==> src/rtl/axi4_stream_rx_fifo.sv <==
// AXI4-Stream slave receive FIFO: buffers beats with sideband, presents them FWFT
// to the NPU datapath, counts held packets and flags malformed byte qualifiers.
module axi4_stream_rx_fifo #(
    parameter int DATA_WIDTH = 128,
    parameter int USER_WIDTH = 4,
    parameter int ID_WIDTH   = 4,
    parameter int DEPTH      = 8
) (
    input  logic                    clk,
    input  logic                    rst,
    input  logic [DATA_WIDTH-1:0]   s_axis_tdata,
    input  logic [DATA_WIDTH/8-1:0] s_axis_tstrb,
    input  logic [DATA_WIDTH/8-1:0] s_axis_tkeep,
    input  logic                    s_axis_tlast,
    input  logic [USER_WIDTH-1:0]   s_axis_tuser,
    input  logic [ID_WIDTH-1:0]     s_axis_tid,
    input  logic                    s_axis_tvalid,
    output logic                    s_axis_tready,
    output logic [DATA_WIDTH-1:0]   rx_data,
    output logic [DATA_WIDTH/8-1:0] rx_keep,
    output logic                    rx_last,
    output logic [USER_WIDTH-1:0]   rx_user,
    output logic [ID_WIDTH-1:0]     rx_id,
    output logic                    rx_valid,
    input  logic                    rx_ready,
    output logic [$clog2(DEPTH):0]  fifo_count,
    output logic                    pkt_avail,
    output logic                    err_keep,
    input  logic                    err_clr
);

    localparam int KEEP_WIDTH = DATA_WIDTH / 8;
    localparam int AW         = $clog2(DEPTH);
    localparam int CW         = AW + 1;
    localparam logic [CW-1:0] FULL = CW'(DEPTH);

    logic [DATA_WIDTH-1:0] mem_data [DEPTH];
    logic [KEEP_WIDTH-1:0] mem_keep [DEPTH];
    logic                  mem_last [DEPTH];
    logic [USER_WIDTH-1:0] mem_user [DEPTH];
    logic [ID_WIDTH-1:0]   mem_id   [DEPTH];

    logic [AW-1:0] wr_ptr;
    logic [AW-1:0] rd_ptr;
    logic [CW-1:0] count;
    logic [CW-1:0] pkt_cnt;
    logic          rst_q;
    logic          err_q;
    logic          push;
    logic          pop;
    logic          pkt_inc;
    logic          pkt_dec;
    logic          qual_err;

    // Ready is a pure function of registered state so the upstream master never
    // sees a combinational path from the consumer's rx_ready.
    assign s_axis_tready = !rst_q && (count != FULL);
    assign rx_valid      = (count != '0);
    assign push          = s_axis_tvalid && s_axis_tready;
    assign pop           = rx_valid && rx_ready;
    assign pkt_inc       = push && s_axis_tlast;
    assign pkt_dec       = pop && rx_last;
    assign qual_err      = (s_axis_tstrb != s_axis_tkeep) ||
                           (!s_axis_tlast && (s_axis_tkeep != '1));

    assign rx_data    = rx_valid ? mem_data[rd_ptr] : '0;
    assign rx_keep    = rx_valid ? mem_keep[rd_ptr] : '0;
    assign rx_last    = rx_valid ? mem_last[rd_ptr] : 1'b0;
    assign rx_user    = rx_valid ? mem_user[rd_ptr] : '0;
    assign rx_id      = rx_valid ? mem_id[rd_ptr]   : '0;
    assign fifo_count = count;
    assign pkt_avail  = (pkt_cnt != '0);
    assign err_keep   = err_q;

    always_ff @(posedge clk) begin
        if (push && !rst) begin
            mem_data[wr_ptr] <= s_axis_tdata;
            mem_keep[wr_ptr] <= s_axis_tkeep;
            mem_last[wr_ptr] <= s_axis_tlast;
            mem_user[wr_ptr] <= s_axis_tuser;
            mem_id[wr_ptr]   <= s_axis_tid;
        end
    end

    always_ff @(posedge clk) begin
        rst_q <= rst;
        if (rst) begin
            wr_ptr  <= '0;
            rd_ptr  <= '0;
            count   <= '0;
            pkt_cnt <= '0;
            err_q   <= 1'b0;
        end else begin
            if (push) wr_ptr <= wr_ptr + AW'(1);
            if (pop)  rd_ptr <= rd_ptr + AW'(1);

            case ({push, pop})
                2'b10:   count <= count + CW'(1);
                2'b01:   count <= count - CW'(1);
                default: count <= count;
            endcase

            case ({pkt_inc, pkt_dec})
                2'b10:   pkt_cnt <= pkt_cnt + CW'(1);
                2'b01:   pkt_cnt <= pkt_cnt - CW'(1);
                default: pkt_cnt <= pkt_cnt;
            endcase

            // A new violation outranks a clear arriving in the same cycle.
            if (push && qual_err) err_q <= 1'b1;
            else if (err_clr)     err_q <= 1'b0;
        end
    end

endmodule

==> config.mk <==
export PLATFORM = sky130hd
export DESIGN_NAME = axi4_stream_rx_fifo
export DESIGN_NICKNAME = d
export VERILOG_FILES = /design/src/rtl/axi4_stream_rx_fifo.sv
export SDC_FILE = /design/constraint.sdc
export NUM_CORES = 1
export LEC_CHECK = 0
export ABC_AREA = 0
export CORE_ASPECT_RATIO = 1.5
export CORE_MARGIN = 1
export CORE_UTILIZATION = 60
export DETAILED_ROUTE_END_ITERATION = 10
export DONT_BUFFER_PORTS = 1
export PLACE_DENSITY = 0.73
export SETUP_SLACK_MARGIN = 0.02
export SKIP_CTS_REPAIR_TIMING = 1
export SYNTH_ARGS = -nofsm -noshare
export SYNTH_HDL_FRONTEND = slang
export SYNTH_SLANG_ARGS = --single-unit
==> constraint.sdc <==
create_clock -name clk -period 17.6 [get_ports clk]
set_input_delay 2.64 -clock clk [delete_from_list [all_inputs] [get_ports clk]]
set_output_delay 2.64 -clock clk [all_outputs]
set_load 0.1 [all_outputs]
==> flow_summary.json <==
{
  "status": "completed",
  "whs_path_depth": 2,
  "cts_buffer_depth": 3,
  "synth.area.top_cells": "edfxtp_1 78%, mux4_2 15%, mux2i_1 3.3%",
  "syn_area_um2": 47400,
  "syn_to_final_growth_pct": 10.7,
  "worstSetupEndpoint": "rx_data[68]",
  "r2r_start": "fifo_count[3]",
  "boundaryPins": 335,
  "cpMostUsedCell": "buf_4",
  "clk_pin_slew_ns": 0.06,
  "wire_per_inst_um": 30.1,
  "drt_pass1_iterations": 5,
  "cp_max_fo": 71,
  "hpwl_mm": 52.2,
  "r2r_cells": 7,
  "htreeDepth": 3,
  "synth_seq_area_share": 0.783,
  "drcViolationCount": 0,
  "setup_violations": 0,
  "final_cell_area_um2": 52500,
  "layout.cells.non_filler": 3222,
  "worstSetupStartpointType": "flop",
  "nFillCells": 4740,
  "cts_tree": "yes",
  "crit_arrival_ns": 5.05,
  "path_cells": "buf_4, buf_4, mux4_2, mux2i_1, nor2_2",
  "num_rows": 125,
  "rrSetupSlack_ns": 12.72,
  "layout-drive-gt1-share": 0.302,
  "diodes": 0,
  "track_usage": 0.248,
  "reg2reg_to": "mem_data[2][77]",
  "grt_pass1_wl_mm": 143,
  "coreArea_um2": 77900,
  "ys.warnings.count": 0,
  "clock_latency_ns": 0.67,
  "placedInstanceArea_um2": 49000,
  "gr-total-overflow": 0,
  "antenna_found_initial": 0,
  "worst_pin_slew_ns": 1.24,
  "rsz0062_at_grt": "no",
  "die_w_um": 232,
  "grt_max_degree": 129,
  "first_iter_violations": 1668,
  "ant_nets": 0,
  "numCtsBuffers": 108,
  "synth_nets": 2264,
  "fin_crit_sh": 0.437,
  "synth_flop_cell": "edfxtp_1",
  "ir_drop_mv": 0.374,
  "slowest_stage": "nor2_2",
  "synth_cell_types": 38,
  "clock_skew_ns": 0.0235,
  "p_leak_nw": 15.5,
  "placement.io_buffers": 0,
  "maxSlewHeadroom": 0.170,
  "fp.dieH_um": 346,
  "cts_root_buf": "clkbuf_16",
  "maxSlewViolCount": 0,
  "finalPower_mw": 8.38,
  "critical_path_class": "flop to output port",
  "gp_congestion": 0.725,
  "yosysTopAreaCell": "edfxtp_1",
  "max_stage_delay_ns": 0.97,
  "cp-end-kind": "output port",
  "fin_setup_tns_ns": 0,
  "async_flop_share": 0,
  "synth_top_area_share": 0.775,
  "fmax_ghz": 0.130,
  "die_area_um2": 80200,
  "avgViaCountPerCell": 6.45,
  "hp-class": "flop to flop",
  "worstPathRequired_ns": 14.96,
  "period_needed_ns": 7.69,
  "synth.most_common_cell": "edfxtp_1",
  "syn_inst": 2081,
  "vias": 20800,
  "timing.max_cap.violations": 0,
  "hold_viol": 0,
  "ys_seq_elements": 1243,
  "nets": 2305,
  "synth_edf_count": 1224,
  "initial_core_util": 0.609,
  "syn_avg_cell_area_um2": 22.8,
  "dp_cells": 3028,
  "p_per_area_nw_per_um2": 160,
  "routed_wl_mm": 96.9,
  "synthTopCellsByCount": "1,224 x edfxtp_1, 306 x mux4_2, 177 x nor2_1",
  "grt_pass1_vias": 22300,
  "clock-sinks": 1243
}
## placed cells by master (no fill, tap or decap), types with 3 or more instances in the layout
cell type   count
buf_12          4
nand4_1         7
nor2_1         18
edfxtp_1     1224
ha_1            8
clkinv_2       17
inv_6           6
clkbuf_16     110
nor2b_1         3
xnor2_1        17
nor2_4          6
clkinv_1       16
mux4_2        306
buf_4          35
nor2_2        153
nand3_1         4
bufinv_16      12
mux2i_1       157
dfxtp_1        16
o21ai_0         3
xor2_1          8
clkbuf_1       25
a21oi_1         6
clkinvlp_4      5
dfxtp_4         3
inv_1           4
## sequential cells by signal, summed over array words and instances, names as in the netlist, named ones only
register	flops
pkt_cnt	4
mem_data	1024
fifo_count	4
mem_id	32
err_keep	1
rst_q	1
rd_ptr	3
mem_last	8
wr_ptr	3
mem_keep	128
mem_user	32
## worst min path at each step
stage,start,endpoint,slack (ns)
floorplan,pkt_cnt[2],pkt_cnt[2],0.48
global placement,pkt_cnt[2],pkt_cnt[2],0.50
detailed placement,pkt_cnt[2],pkt_cnt[2],0.51
CTS,pkt_cnt[2],pkt_cnt[2],0.53
global route,pkt_cnt[2],pkt_cnt[2],0.55
finish,pkt_cnt[2],pkt_cnt[2],0.54
## layer usage
layer  GRT usage  share of wire
met5           0              0
met3      0.0689          0.086
met1       0.315           0.37
met4      0.0760          0.025
met2       0.417           0.52
## power breakdown
| part | leakage, nW | switching (mW) | internal (mW) |
|---|---|---|---|
| Clock | 1.69 | 1.01 | 1.32 |
| Sequential | 11.2 | 0.0425 | 3.29 |
| Combinational | 2.63 | 2.29 | 0.418 |
## stage by stage
stage / hold WS, ns / util / setup WS [ns]
floorplan: 0.480 / - / 3.08
global placement: 0.497 / 0.629 / 10.55
detailed placement: 0.513 / 0.629 / 10.48
CTS: 0.529 / 0.674 / 9.74
global route: 0.553 / 0.674 / 9.47
finish: 0.535 / 0.674 / 9.91
## cell type report
class                           instances  area (um2)  area share
Sequential cell                      1243       37100       0.708
Tap cell                             1016        1270      0.0242
Clock inverter                         59         629      0.0120
Timing Repair Buffer                   39         343     0.00653
Multi-Input combinational cell        724       10200       0.195
Inverter                                6        22.5    0.000429
Clock buffer                          135        2850      0.0542
## worst max-delay path, delay by kind of cell, from the launching register on
kind          cells  cell delay (ns)
mux               2             0.46
flops             1             0.95
buf+inv           2             1.78
simple gates      1             0.97
## kinds of logic (layout without fill, tap and decap cells)
| family | Yosys count | after routing | share of synthesized area |
|---|---|---|---|
| mux | 464 | 464 | 0.179 |
| compound gates | 14 | 14 | 0.00174 |
| buf+inv | 114 | 239 | 0.0104 |
| xor+xnor | 25 | 25 | 0.00462 |
| simple gates | 212 | 212 | 0.0190 |
| flops | 1243 | 1243 | 0.783 |
| fa+ha+maj | 9 | 9 | 0.00253 |
Power figures use the tool's default switching activity.
